File: config.mk
export PLATFORM = sky130hd
export DESIGN_NAME = noc_cmd_sequencer
export DESIGN_NICKNAME = d
export VERILOG_FILES = /design/src/rtl/noc_cmd_pkg.sv /design/src/rtl/noc_cmd_table.sv /design/src/rtl/noc_cmd_sequencer.sv
export SDC_FILE = /design/constraint.sdc
export NUM_CORES = 1
export LEC_CHECK = 0
export BUFFER_PORTS_ARGS = -buffer_cell sky130_fd_sc_hd__buf_2
export CORE_ASPECT_RATIO = 1.4
export CORE_MARGIN = 1
export CORE_UTILIZATION = 40
export CTS_BUF_LIST = sky130_fd_sc_hd__clkbuf_4 sky130_fd_sc_hd__clkbuf_8
export CTS_CLUSTER_SIZE = 12
export DETAILED_ROUTE_END_ITERATION = 12
export GPL_TIMING_DRIVEN = 0
export PLACE_DENSITY = 0.55
export RECOVER_POWER = 25
export SKIP_CTS_REPAIR_TIMING = 1
export SLEW_MARGIN = 20
export SYNTH_ARGS = -nofsm -noshare
export SYNTH_HDL_FRONTEND = slang
export SYNTH_SLANG_ARGS = --single-unit
File: constraint.sdc
create_clock -name clk_i -period 4.6 [get_ports clk_i]
set_input_delay 0.69 -clock clk_i [delete_from_list [all_inputs] [get_ports clk_i]]
set_output_delay 0.69 -clock clk_i [all_outputs]
set_load 0.02 [all_outputs]
File: src/rtl/noc_cmd_pkg.sv
// Shared command codes, mode encodings and sequencer state for the BFT NoC
// command sequencer and the traffic clients that decode its cmd bus.
package noc_cmd_pkg;

  localparam int unsigned NocCmdW = 6;

  localparam logic [NocCmdW-1:0] Cmd_IDLE     = 6'd0;
  localparam logic [NocCmdW-1:0] Cmd_RND      = 6'd1;
  localparam logic [NocCmdW-1:0] Cmd_XY_EAST  = 6'd2;
  localparam logic [NocCmdW-1:0] Cmd_XY_WEST  = 6'd3;
  localparam logic [NocCmdW-1:0] Cmd_XY_NORTH = 6'd4;
  localparam logic [NocCmdW-1:0] Cmd_XY_SOUTH = 6'd5;
  localparam logic [NocCmdW-1:0] Cmd_XY_LOCAL = 6'd6;
  localparam logic [NocCmdW-1:0] Cmd_XY_FAR   = 6'd7;

  localparam logic [1:0] ModeOneshot = 2'b00;
  localparam logic [1:0] ModeLoop    = 2'b01;
  localparam logic [1:0] ModeRnd     = 2'b10;

  typedef enum logic [2:0] {
    StIdle,
    StWait,
    StDrain,
    StRunRnd,
    StDone
  } seq_state_e;

  // The spare encoding 2'b11 behaves exactly like a one-shot program.
  function automatic logic [1:0] normMode(input logic [1:0] mode);
    return (mode == 2'b11) ? ModeOneshot : mode;
  endfunction

endpackage

File: src/rtl/noc_cmd_table.sv
// Program table: DEPTH entries of {delay, command}, one write port and one
// asynchronous read port. Contents survive reset.
module noc_cmd_table #(
  parameter int unsigned DEPTH = 16,
  parameter int unsigned DLY_W = 16,
  parameter int unsigned CMD_W = 6,
  localparam int unsigned AW   = $clog2(DEPTH)
) (
  input  logic             clk_i,
  input  logic             wr_en_i,
  input  logic [AW-1:0]    wr_addr_i,
  input  logic [DLY_W-1:0] wr_delay_i,
  input  logic [CMD_W-1:0] wr_cmd_i,
  input  logic [AW-1:0]    rd_addr_i,
  output logic [DLY_W-1:0] rd_delay_o,
  output logic [CMD_W-1:0] rd_cmd_o
);

  logic [DLY_W-1:0] delayMem_q [DEPTH];
  logic [CMD_W-1:0] cmdMem_q   [DEPTH];

  always_ff @(posedge clk_i) begin
    if (wr_en_i) begin
      delayMem_q[wr_addr_i] <= wr_delay_i;
      cmdMem_q[wr_addr_i]   <= wr_cmd_i;
    end
  end

  assign rd_delay_o = delayMem_q[rd_addr_i];
  assign rd_cmd_o   = cmdMem_q[rd_addr_i];

endmodule

File: src/rtl/noc_cmd_sequencer.sv
// Programmable command scheduler driving the BFT NoC cmd bus from a loadable
// {delay, command} table, with one-shot, looped and random-traffic modes.
module noc_cmd_sequencer
  import noc_cmd_pkg::*;
#(
  parameter int unsigned     CMD_W    = 6,
  parameter int unsigned     DEPTH    = 16,
  parameter int unsigned     DLY_W    = 16,
  parameter int unsigned     CNT_W    = 32,
  parameter int unsigned     TIMEOUT  = 0,
  parameter logic [CMD_W-1:0] IDLE_CMD = CMD_W'(Cmd_IDLE),
  parameter logic [CMD_W-1:0] RND_CMD  = CMD_W'(Cmd_RND),
  localparam int unsigned    AW       = $clog2(DEPTH)
) (
  input  logic             clk_i,
  input  logic             rst_ni,
  input  logic             ce_i,
  input  logic             wr_en_i,
  input  logic [AW-1:0]    wr_addr_i,
  input  logic [DLY_W-1:0] wr_delay_i,
  input  logic [CMD_W-1:0] wr_cmd_i,
  input  logic [AW-1:0]    last_idx_i,
  input  logic [1:0]       mode_i,
  input  logic             start_i,
  input  logic             stop_i,
  input  logic             abort_i,
  input  logic             done_all_i,
  output logic [CMD_W-1:0] cmd_o,
  output logic             cmd_valid_o,
  output logic             busy_o,
  output logic             finished_o,
  output logic             timed_out_o,
  output logic [CNT_W-1:0] cycle_count_o,
  output logic [15:0]      loop_count_o
);

  seq_state_e       state_q;
  logic [1:0]       mode_q;
  logic [AW-1:0]    lastIdx_q;
  logic [AW-1:0]    idx_q;
  logic [DLY_W-1:0] dcnt_q;
  logic             fresh_q;
  logic             stopSeen_q;
  logic [CMD_W-1:0] cmd_q;
  logic             cmdValid_q;
  logic             finished_q;
  logic             timedOut_q;
  logic [CNT_W-1:0] cycleCnt_q;
  logic [15:0]      loopCnt_q;

  logic             busy;
  logic             tableWe;
  logic [DLY_W-1:0] entryDelay;
  logic [CMD_W-1:0] entryCmd;
  logic [DLY_W-1:0] effDelay;
  logic [CNT_W-1:0] cycleCntNext;
  logic             timeoutHit;
  logic             doneFinish;

  assign busy    = (state_q != StIdle) && (state_q != StDone);
  assign tableWe = ce_i && wr_en_i && !busy && !start_i;

  noc_cmd_table #(
    .DEPTH (DEPTH),
    .DLY_W (DLY_W),
    .CMD_W (CMD_W)
  ) u_table (
    .clk_i      (clk_i),
    .wr_en_i    (tableWe),
    .wr_addr_i  (wr_addr_i),
    .wr_delay_i (wr_delay_i),
    .wr_cmd_i   (wr_cmd_i),
    .rd_addr_i  (idx_q),
    .rd_delay_o (entryDelay),
    .rd_cmd_o   (entryCmd)
  );

  // A freshly selected entry has not loaded its delay yet, so the table value
  // is used directly; this keeps delay-0 entries back-to-back on one read port.
  assign effDelay     = fresh_q ? entryDelay : dcnt_q;
  assign cycleCntNext = cycleCnt_q + CNT_W'(1);
  assign timeoutHit   = (TIMEOUT != 0) && (cycleCntNext == CNT_W'(TIMEOUT));
  assign doneFinish   = done_all_i && ((state_q == StDrain) || (state_q == StRunRnd));

  always_ff @(posedge clk_i or negedge rst_ni) begin
    if (!rst_ni) begin
      state_q    <= StIdle;
      mode_q     <= ModeOneshot;
      lastIdx_q  <= '0;
      idx_q      <= '0;
      dcnt_q     <= '0;
      fresh_q    <= 1'b0;
      stopSeen_q <= 1'b0;
      cmd_q      <= IDLE_CMD;
      cmdValid_q <= 1'b0;
      finished_q <= 1'b0;
      timedOut_q <= 1'b0;
      cycleCnt_q <= '0;
      loopCnt_q  <= '0;
    end else if (abort_i) begin
      state_q    <= StIdle;
      cmd_q      <= IDLE_CMD;
      cmdValid_q <= 1'b0;
    end else if (!ce_i) begin
      cmd_q      <= IDLE_CMD;
      cmdValid_q <= 1'b0;
    end else begin
      cmd_q      <= IDLE_CMD;
      cmdValid_q <= 1'b0;
      if (busy) cycleCnt_q <= cycleCntNext;

      case (state_q)
        StIdle, StDone: begin
          if (start_i) begin
            mode_q     <= normMode(mode_i);
            lastIdx_q  <= last_idx_i;
            idx_q      <= '0;
            fresh_q    <= 1'b1;
            stopSeen_q <= 1'b0;
            cycleCnt_q <= '0;
            loopCnt_q  <= '0;
            finished_q <= 1'b0;
            timedOut_q <= 1'b0;
            if (normMode(mode_i) == ModeRnd) begin
              state_q    <= StRunRnd;
              cmd_q      <= RND_CMD;
              cmdValid_q <= 1'b1;
            end else begin
              state_q <= StWait;
            end
          end
        end

        StWait: begin
          fresh_q <= 1'b0;
          if (stop_i) stopSeen_q <= 1'b1;
          if (effDelay != '0) begin
            dcnt_q <= effDelay - DLY_W'(1);
          end else begin
            cmd_q      <= entryCmd;
            cmdValid_q <= 1'b1;
            if (idx_q < lastIdx_q) begin
              idx_q   <= idx_q + AW'(1);
              fresh_q <= 1'b1;
            end else if (mode_q == ModeLoop) begin
              if (loopCnt_q != 16'hFFFF) loopCnt_q <= loopCnt_q + 16'd1;
              if (stopSeen_q || stop_i) begin
                state_q <= StDrain;
              end else begin
                idx_q      <= '0;
                fresh_q    <= 1'b1;
                stopSeen_q <= 1'b0;
              end
            end else begin
              state_q <= StDrain;
            end
          end
        end

        StRunRnd: begin
          if (done_all_i) begin
            state_q    <= StDone;
            finished_q <= 1'b1;
          end else if (stop_i) begin
            state_q <= StDrain;
          end else begin
            cmd_q      <= RND_CMD;
            cmdValid_q <= 1'b1;
          end
        end

        StDrain: begin
          if (done_all_i) begin
            state_q    <= StDone;
            finished_q <= 1'b1;
          end
        end

        default: state_q <= StIdle;
      endcase

      // A completion seen on the same edge as the timeout is reported as finished.
      if (busy && timeoutHit && !doneFinish) begin
        state_q    <= StDone;
        timedOut_q <= 1'b1;
        cmd_q      <= IDLE_CMD;
        cmdValid_q <= 1'b0;
      end
    end
  end

  assign cmd_o         = cmd_q;
  assign cmd_valid_o   = cmdValid_q;
  assign busy_o        = busy;
  assign finished_o    = finished_q;
  assign timed_out_o   = timedOut_q;
  assign cycle_count_o = cycleCnt_q;
  assign loop_count_o  = loopCnt_q;

endmodule
After elaboration in Yosys (flattened, before gate mapping)
Memories as Yosys holds them, arrays and structs flattened.
Index checks and enable logic that the tools add are counted.
Word-level totals
  register bits: 87
  latch bits: 0
  bits in writable memories: 352
  ROM bits: 0
  input port bits: 40
  output and inout bits: 58
  memories kept: 2
Memories
  u_table.delayMem_q: depth 16, bits a word 16, rd ports 1, clocked after memory_dff 0, wr ports 1, line noc_cmd_table.sv:19  | logic [DLY_W-1:0] delayMem_q [DEPTH];
  u_table.cmdMem_q: depth 16, bits a word 6, rd ports 1, clocked after memory_dff 0, wr ports 1, line noc_cmd_table.sv:20  | logic [CMD_W-1:0] cmdMem_q [DEPTH];
Cells by class
  add/subtract/negate cells: 4
  multiply operators: 0
  div/mod/pow operators: 0
  order comparisons: 1
  equal/unequal tests: 23
  shift operators: 0
  multiplexer cells: 62
  bitwise operators: 1
  reductions and logical operators: 23
Operator list (count)
  $mux 16: 6
  $mux 32: 3
  $add 32x1->32 const B: 1
  $pmux 16 s2: 1
  $mux 3: 10
  $mux 1: 25
  $ne 3x3->1 const B: 7
  $mux 4: 5
  $mux 6: 3
  $pmux 6 s3: 1
  $add 16x1->16 const B: 1
  $ne 16x16->1 const B: 1
  $reduce_bool 16->1: 1
  $sub 16x1->16 const B: 1
  $reduce_and 7->1: 2
  $pmux 3 s4: 1
  $reduce_and 4->1: 3
  $ne 2x2->1 const B: 5
  $ne 4x4->1 const B: 2
  $pmux 4 s2: 1
  $reduce_and 8->1: 1
  $eq 3x2->1 const B: 2
  $pmux 1 s2: 3
  $reduce_bool 2->1: 3
  18 further kinds: 25

Logic depth before layout (Yosys ltp)
Gate-level depths: netlist (run 1).
  word-level depth: 8
  mapped depth: 17
  depth with buffers taken out: 9

Modules after synthesis
From an unflattened synthesis (run 1), not the netlist that was laid out.
Unflattened totals
  cell total of the unflattened synthesis: 1114
  area total of the unflattened synthesis: 18315.1 um^2
By module, submodules not included
  noc_cmd_table: instances 1, cells each 561, area each 13381.6 um^2, seq. area each 10570.1 um^2
  noc_cmd_sequencer: instances 1, cells each 553, area each 4933.5 um^2, seq. area each 2177.1 um^2

Least setup slack after synthesis (run 1)
Ideal clock, no wire load.
  path type: register -> register
  start point: register idx_q[0]
  end point: register loopCnt_q[14], in the netlist loop_count_o[14]
  setup time: 67 ps
  arrival: 3446 ps
  required time: 4533 ps
  slack: 1088 ps
  stages on the path, launching flop included: 17
  path buffers: 8
  period minus slack after synthesis: 3512 ps
  cell sequence: dfrtp_1 -> buf_2 -> buf_6 -> buf_6 -> buf_6 -> buf_6 -> buf_4 -> buf_2 -> mux2i_1 -> o221ai_1 -> o221ai_1 -> ha_1 -> and4bb_2 -> nand4_4 -> buf_6 -> or4_1 -> nand2_1
On the way
  longest elaborated chain between the ends: 5
Ends and longest elaborated chain
  start, declared: line noc_cmd_sequencer.sv:40  | logic [AW-1:0] idx_q;
  start signal, assigned: line noc_cmd_sequencer.sv:143  | idx_q <= idx_q + AW'(1);
  $mem_v2 16x16
  $mux 16: line noc_cmd_sequencer.sv:80  | assign effDelay = fresh_q ? entryDelay : dcnt_q;
  $reduce_bool 16->1: line noc_cmd_sequencer.sv:137  | if (effDelay != '0) begin
  $ne 2x2->1 (no source line)
  $reduce_and 8->1 (no source line) (*)
  end signal, assigned: line noc_cmd_sequencer.sv:146  | if (loopCnt_q != 16'hFFFF) loopCnt_q <= loopCnt_q + 16'd1;
  end, declared: line noc_cmd_sequencer.sv:49  | logic [15:0] loopCnt_q;
Every way passes the cells marked *; elsewhere a longest branch is shown, timed or not.
A chain may end at the register's enable or synchronous reset.

Final worst setup path (run 1)
  start point: register idx_q[1]
  end point: register dcnt_q[10]
On the way
  longest elaborated chain between the ends: 4
Ends and longest elaborated chain
  $mem_v2 16x16 (*)
  $mux 16 (*): line noc_cmd_sequencer.sv:80
  parallel branches: the longest is 2 deep, another holds $sub 16x1->16
  end signal, assigned: line noc_cmd_sequencer.sv:138  | dcnt_q <= effDelay - DLY_W'(1);
  end, declared: line noc_cmd_sequencer.sv:41  | logic [DLY_W-1:0] dcnt_q;
Mark *: on every way between the ends.

==> flow_metrics.py, run 1 <==
metrics = {
    "yosys": {
        "synth_ff_type": "edfxtp_1",
        "synth_enable_flop_cells": 352,
        "synth.top_cell.area_share_pct": 58.02,
        "ys_seq_area_share_pct": 69.97,
        "ys_types": 63,
        "synthArstFlopShare_pct": 19.82,
        "synth_top_family_by_area": "multiplexers",
        "synthXorXnorAreaFrac_pct": 0.7692,
        "synthAdderAreaFrac_pct": 0.5494,
        "synth-compound-area-share_pct": 5.728,
        "synth_warnings": 0,
        "synth.mux.area_fraction_pct": 12.64,
        "syn_inst": 1134,
        "synth_simple_gate_area_share_pct": 8.461,
        "yosys.area.top_type": "edfxtp_1",
        "synth_area_sq_um": 18220,
        "synth-seq-cells": 439,
        "yosys-top-cells-area": "edfxtp_1, dfrtp_1, mux4_2, mux2i_1, nand2_1",
        "syn_area_per_cell_sq_um": 16.07,
        "synth_nets": 1182,
    },
    "floorplanning": {
        "die_y_um": 254.5,
        "fp.dieW_um": 182.4,
        "initial_core_util_pct": 40.48,
        "die_area_sq_um": 46420,
        "core_sq_um": 45010,
        "rows": 92,
        "boundaryPins": 98,
    },
    "critical_path": {
        "path_class": "reg -> reg",
        "reg2reg_depth": 13,
        "r2r_setup_slack_ps": 270,
        "cpPeakStageDelay_ps": 500,
        "cp_slowest_cell": "buf_1",
        "cp-start-kind": "flip-flop",
        "r2r-end": "dcnt_q[10]$_DFFE_PN0P_",
        "setup.worst_path.end_class": "flip-flop",
        "cp_max_fo": 10,
        "critPathArrivalTime_ps": 4800,
        "regToRegStartpoint": "idx_q[1]$_DFFE_PN0P_",
        "required_ps": 5070,
        "path_cells": "clkbuf_1 -> buf_2 -> buf_2 -> clkbuf_2 -> mux4_2 -> nand2_1 -> a31oi_1 -> nand2_1 -> ha_1 -> and4bb_2 -> a31oi_4 -> buf_1 -> a21oi_1",
    },
    "sta": {
        "fin_tns_setup_ps": 0,
        "fin_crit_sh_pct": 94.18,
        "post-route-min-period_ps": 4332,
        "hold_ws_ps": 278.5,
        "fmax_mhz": 230.8,
        "worstMarginPinSlew_ps": 1004,
        "drv_slew": 0,
        "fin_skew_ps": 27.15,
        "rsz0062_at_grt": "false",
        "setup_viol": 0,
        "relSlewSlack_pct": 33.06,
        "hold_violations": 0,
    },
    "worst_hold_path": {
        "min-delay-start": "abort_i",
        "holdPathEnd": "state_q[0]$_DFFE_PN0P_",
        "hp-class": "in -> reg",
        "min_path_cells": 2,
    },
    "layout": {
        "final_net_count": 1376,
        "area_growth_pct": 17.36,
        "drive_above_1_share_pct": 25.96,
        "final_area_sq_um": 21380,
        "fill_cells": 3856,
    },
    "placement": {
        "dpl.hpwl_um": 31870,
        "post_dp_cell_area_sq_um": 20070,
        "gp_congestion": 0.8414,
        "io_buffers": 96,
    },
    "detailed_routing": {
        "drc": 0,
        "wl_per_cell_um": 23.45,
        "firstDrtPassIters": 5,
        "wl_um": 46680,
        "via_count": 10790,
        "vias_per_cell": 5.418,
        "drtIter0Drc": 678,
        "ant_nets": 0,
    },
    "clock_network": {
        "h-tree-depth": 3,
        "clkTransAtPathRegs_ps": 60,
        "clkLatencyLatePin_ps": 620,
        "numCtsBuffers": 67,
        "cts_sinks": 439,
        "cts_root_buffer": "clkbuf_8",
        "clockBufferDepth": 3,
        "cts_tree": "built",
    },
    "global_route": {
        "grt_pass1_vias": 11100,
        "grt_start_max_net_pins": 67,
        "grt_overflow": 0,
        "grt_usage_pct": 20.62,
        "grt_pass1_wl_um": 69660,
        "antenna_found_initial": 3,
    },
    "pwr": {
        "ir_worst_vdd_v": 0.0001817,
        "leakagePower_nw": 7.389,
        "p_per_area_nw_per_um2": 423.2,
        "power_w": 0.009049,
    },
    "run": {
        "maxCapViolations": 0,
    },
    "run_status": {
        "outcome": "finished, final reports clean",
    },
}
==> critical path, delay by kind of cell, from the launching register on <==
| family | cells | cell delay [ps] |
|---|---|---|
| AO/OA/AOI/OAI | 3 | 790 |
| adder cells (fa/ha/maj) | 1 | 200 |
| buffers and inverters | 5 | 1970 |
| flip-flops | 1 | 400 |
| multiplexers | 1 | 290 |
| AND/OR/NAND/NOR | 3 | 500 |
==> Yosys cell counts (14+ instances only) <==
| library cell | count |
|---|---|
| a21oi_1 | 30 |
| clkbuf_1 | 31 |
| dfrtp_1 | 87 |
| edfxtp_1 | 352 |
| inv_1 | 15 |
| mux2i_1 | 49 |
| mux4_2 | 75 |
| nand2_1 | 99 |
| nand3_1 | 39 |
| nor2_1 | 60 |
| nor3_1 | 15 |
| o21ai_0 | 35 |
| o22ai_1 | 14 |
==> flip-flops by register name (all words and copies together), names as in the netlist <==
register,count
cycle_count_o,32
u_table.delayMem_q,256
finished_o,1
state_q,3
stopSeen_q,1
cmd_valid_o,1
u_table.cmdMem_q,96
loop_count_o,16
idx_q,4
lastIdx_q,4
fresh_q,1
dcnt_q,16
cmd_o,6
mode_q,2
==> metrics by stage <==
step	cells	utilization [%]	worst slack, ps
detailed placement	1871	44.60	-255.1
global route	1991	47.51	2.123
floorplan	1134	-	1088
finish	1991	47.51	267.5
CTS	1991	47.49	-284.5
global placement	1841	43.24	-1427
==> cell usage in the layout, fill, tap and decap left out, types with 15 or more instances in the layout <==
master,synthesis,final
edfxtp_1,352,352
nand2_1,99,99
buf_2,13,88
dfrtp_1,87,87
mux4_2,75,75
clkbuf_8,0,73
mux2i_1,49,49
nor2_1,60,48
clkbuf_1,31,44
nand3_1,39,39
o21ai_0,35,35
a21oi_1,30,30
clkbuf_4,0,23
buf_4,3,17
inv_1,15,15
==> metal layers <==
metal / part of all wire [%] / up-vias / track usage, %
met5: 0.071 / - / 0
met4: 2.8 / 4 / 8.259
met3: 4.4 / 78 / 3.327
met2: 53 / 291 / 37.69
met1: 40 / 5533 / 24.11
li1: - / 4882 / -
==> report_power, final <==
group | switching, W | internal (W) | total (W)
clock network | 0.00150 | 0.00166 | 0.00316
logic | 0.000865 | 0.000483 | 0.00135
registers | 0.000101 | 0.00444 | 0.00454
==> kinds of logic after synthesis <==
group                    count (synthesis)
adder cells (fa/ha/maj)                  8
flip-flops                             439
AO/OA/AOI/OAI                          154
other                                    1
multiplexers                           135
XOR/XNOR                                16
buffers and inverters                   71
AND/OR/NAND/NOR                        310
==> how the worst max path moves through the flow <==
stage                                                     to  slack, ps                 start  cells after the start
after floorplan                 loop_count_o[14]$_DFFE_PN0P_       1090  idx_q[0]$_DFFE_PN0P_                     16
after global placement    u_table.delayMem_q[0][3]$_DFFE_PP_      -1430               start_i                      5
after detailed placement               dcnt_q[4]$_DFFE_PN0P_       -260  idx_q[1]$_DFFE_PN0P_                     13
after CTS                             dcnt_q[10]$_DFFE_PN0P_       -280  idx_q[1]$_DFFE_PN0P_                     13
after global routing                   dcnt_q[2]$_DFFE_PN0P_          2  idx_q[1]$_DFFE_PN0P_                     13
final                                 dcnt_q[10]$_DFFE_PN0P_        270  idx_q[1]$_DFFE_PN0P_                     13
==> cell type report <==
type	instances	area, sq um	area share, %
sequential	439	12750	59.62
inverter	15	56.30	0.2633
clock inverter	24	123.9	0.5793
tap	611	764.5	3.575
buffer	54	281.5	1.317
antenna	1	2.502	0.01170
clock buffer	96	1177	5.506
multi-input combinational	624	5261	24.61
timing repair buffer	127	967.2	4.523
Note: power is estimated with default switching activity, not from simulation.
==> run 2: changes to the inputs <==
--- a/config.mk
+++ b/config.mk
@@ -6,7 +6,6 @@
 export NUM_CORES = 1
 export LEC_CHECK = 0
 export BUFFER_PORTS_ARGS = -buffer_cell sky130_fd_sc_hd__buf_2
-export CORE_ASPECT_RATIO = 1.4
 export CORE_MARGIN = 1
 export CORE_UTILIZATION = 40
 export CTS_BUF_LIST = sky130_fd_sc_hd__clkbuf_4 sky130_fd_sc_hd__clkbuf_8
@@ -15,8 +14,9 @@
 export GPL_TIMING_DRIVEN = 0
 export PLACE_DENSITY = 0.55
 export RECOVER_POWER = 25
+export SETUP_SLACK_MARGIN = 0.05
 export SKIP_CTS_REPAIR_TIMING = 1
-export SLEW_MARGIN = 20
+export SLEW_MARGIN = 15
 export SYNTH_ARGS = -nofsm -noshare
 export SYNTH_HDL_FRONTEND = slang
 export SYNTH_SLANG_ARGS = --single-unit
==> flow_metrics.py, run 2 (synthesized netlist as in run 1, its figures left out) <==
metrics = {
    "run_status": {
        "outcome": "finished, final reports clean",
    },
    "layout": {
        "most-common-layout-cells": "edfxtp_1, nand2_1, buf_2, dfrtp_1, clkbuf_8",
        "largest_reg_flops": 256,
        "mostFrequentLayoutCell": "edfxtp_1",
        "area_growth_pct": 17.76,
        "drive_above_1_share_pct": 26.38,
        "max_flop_register": "u_table.delayMem_q",
        "final_area_sq_um": 21450,
        "final_net_count": 1381,
    },
    "placement": {
        "io_buffers": 96,
        "dpl_worst_slack_ps": -198.4,
        "gp_congestion": 0.8188,
        "dpl.hpwl_um": 30500,
        "post_dp_cell_area_sq_um": 19980,
    },
    "sta": {
        "drv_slew": 0,
        "fin_tns_setup_ps": 0,
        "fin_skew_ps": 22.53,
        "setup_viol": 0,
        "fmax_mhz": 230.8,
        "post-route-min-period_ps": 4333,
        "fin_crit_sh_pct": 94.19,
        "rsz0062_at_grt": "true",
        "hold_violations": 0,
        "final.setup.worst_slack_ps": 267.4,
        "relSlewSlack_pct": 30.36,
        "worstMarginPinSlew_ps": 1045,
    },
    "critical_path": {
        "regToRegStartpoint": "idx_q[1]$_DFFE_PN0P_",
        "cp-start-kind": "flip-flop",
        "r2r-end": "dcnt_q[8]$_DFFE_PN0P_",
        "path_class": "reg -> reg",
        "reg2reg_depth": 14,
        "r2r_setup_slack_ps": 270,
        "required_ps": 5140,
        "cp_max_fo": 10,
        "critPathArrivalTime_ps": 4880,
        "setup.worst_path.end_class": "flip-flop",
    },
    "global_route": {
        "antenna_found_initial": 0,
        "grt_pass1_vias": 11010,
        "grt_usage_pct": 20.22,
        "grt_pass1_wl_um": 69510,
        "grt_start_max_net_pins": 72,
        "grt_overflow": 0,
    },
    "floorplanning": {
        "die_area_sq_um": 46400,
        "core_sq_um": 44610,
        "rows": 77,
        "initial_core_util_pct": 40.84,
        "die_y_um": 215.4,
        "boundaryPins": 98,
        "fp.dieW_um": 215.4,
    },
    "detailed_routing": {
        "wl_per_cell_um": 23.08,
        "ant_nets": 0,
        "wl_um": 45780,
        "firstDrtPassIters": 5,
        "vias_per_cell": 5.450,
        "drtIter0Drc": 929,
        "via_count": 10810,
        "drc": 0,
    },
    "clock_network": {
        "h-tree-depth": 3,
        "cts_tree": "built",
        "clkLatencyLatePin_ps": 630,
        "clkTransAtPathRegs_ps": 60,
        "cts_root_buffer": "clkbuf_8",
        "cts_sinks": 439,
        "clockBufferDepth": 3,
        "numCtsBuffers": 74,
    },
    "pwr": {
        "leakagePower_nw": 7.454,
        "ir_worst_vdd_v": 0.0001796,
        "p_per_area_nw_per_um2": 434.5,
    },
    "worst_hold_path": {
        "hp-class": "in -> reg",
        "holdPathEnd": "state_q[0]$_DFFE_PN0P_",
        "min_path_cells": 2,
        "min-delay-start": "abort_i",
    },
    "run": {
        "maxCapViolations": 0,
    },
}
## run 2: final cells by class
cell class                      instances  area [sq um]
Inverter                               15         56.30
Sequential cell                       439         12750
Tap cell                              592         740.7
Timing Repair Buffer                  123         894.6
Buffer                                 56         290.3
Fill cell                            3783         23150
Multi-Input combinational cell        624          5253
Clock buffer                          114          1381
Clock inverter                         20         88.84
Antenna cell                            1         2.502
## run 2: worst max path at each step
stage	startpoint	to	slack [ps]
global route	idx_q[1]$_DFFE_PN0P_	dcnt_q[8]$_DFFE_PN0P_	1
CTS	idx_q[1]$_DFFE_PN0P_	dcnt_q[8]$_DFFE_PN0P_	-230
finish	idx_q[1]$_DFFE_PN0P_	dcnt_q[8]$_DFFE_PN0P_	270
global placement	start_i	u_table.delayMem_q[8][7]$_DFFE_PP_	-1530
detailed placement	idx_q[1]$_DFFE_PN0P_	dcnt_q[8]$_DFFE_PN0P_	-200
floorplan	idx_q[0]$_DFFE_PN0P_	loop_count_o[14]$_DFFE_PN0P_	1090
## run 2: critical path, cell delays in order (launching register included)
cell	delay (ps)
dfrtp_1	410
clkbuf_1	340
buf_2	430
buf_2	350
clkbuf_2	370
mux4_2	270
nand2_1	60
a31oi_1	290
nand2_1	120
ha_1	200
and4bb_2	290
a31oi_2	510
buf_2	380
nor2_1	70
a21oi_1	140
## run 2: power by group
| group | total, W | leakage (nW) | internal [W] | switching (W) |
|---|---|---|---|---|
| combinational | 0.00134 | 2.35 | 0.000486 | 0.000858 |
| clock | 0.00343 | 0.791 | 0.00191 | 0.00153 |
| sequential | 0.00454 | 4.31 | 0.00444 | 0.000102 |
| total | 0.00932 | 7.45 | 0.00683 | 0.00249 |
## run 2: layer usage
metal | track usage [%] | vias up | share of wire, %
met5 | 0 | - | 0
met4 | 7.470 | 0 | 2.6
met3 | 3.312 | 67 | 4.5
met2 | 32.87 | 299 | 49
met1 | 27.45 | 5548 | 44
li1 | - | 4898 | -
## run 2: stage by stage
step	util, %	total power [W]	instances	hold slack [ps]
after floorplan	-	0.005479	1134	394.4
after global placement	43.58	0.005919	1822	453.1
after detailed placement	44.79	0.005957	1848	468.0
after CTS	48.08	0.009414	1982	-135.1
after global routing	48.09	0.009739	1983	283.1
final	48.10	0.009322	1984	278.4
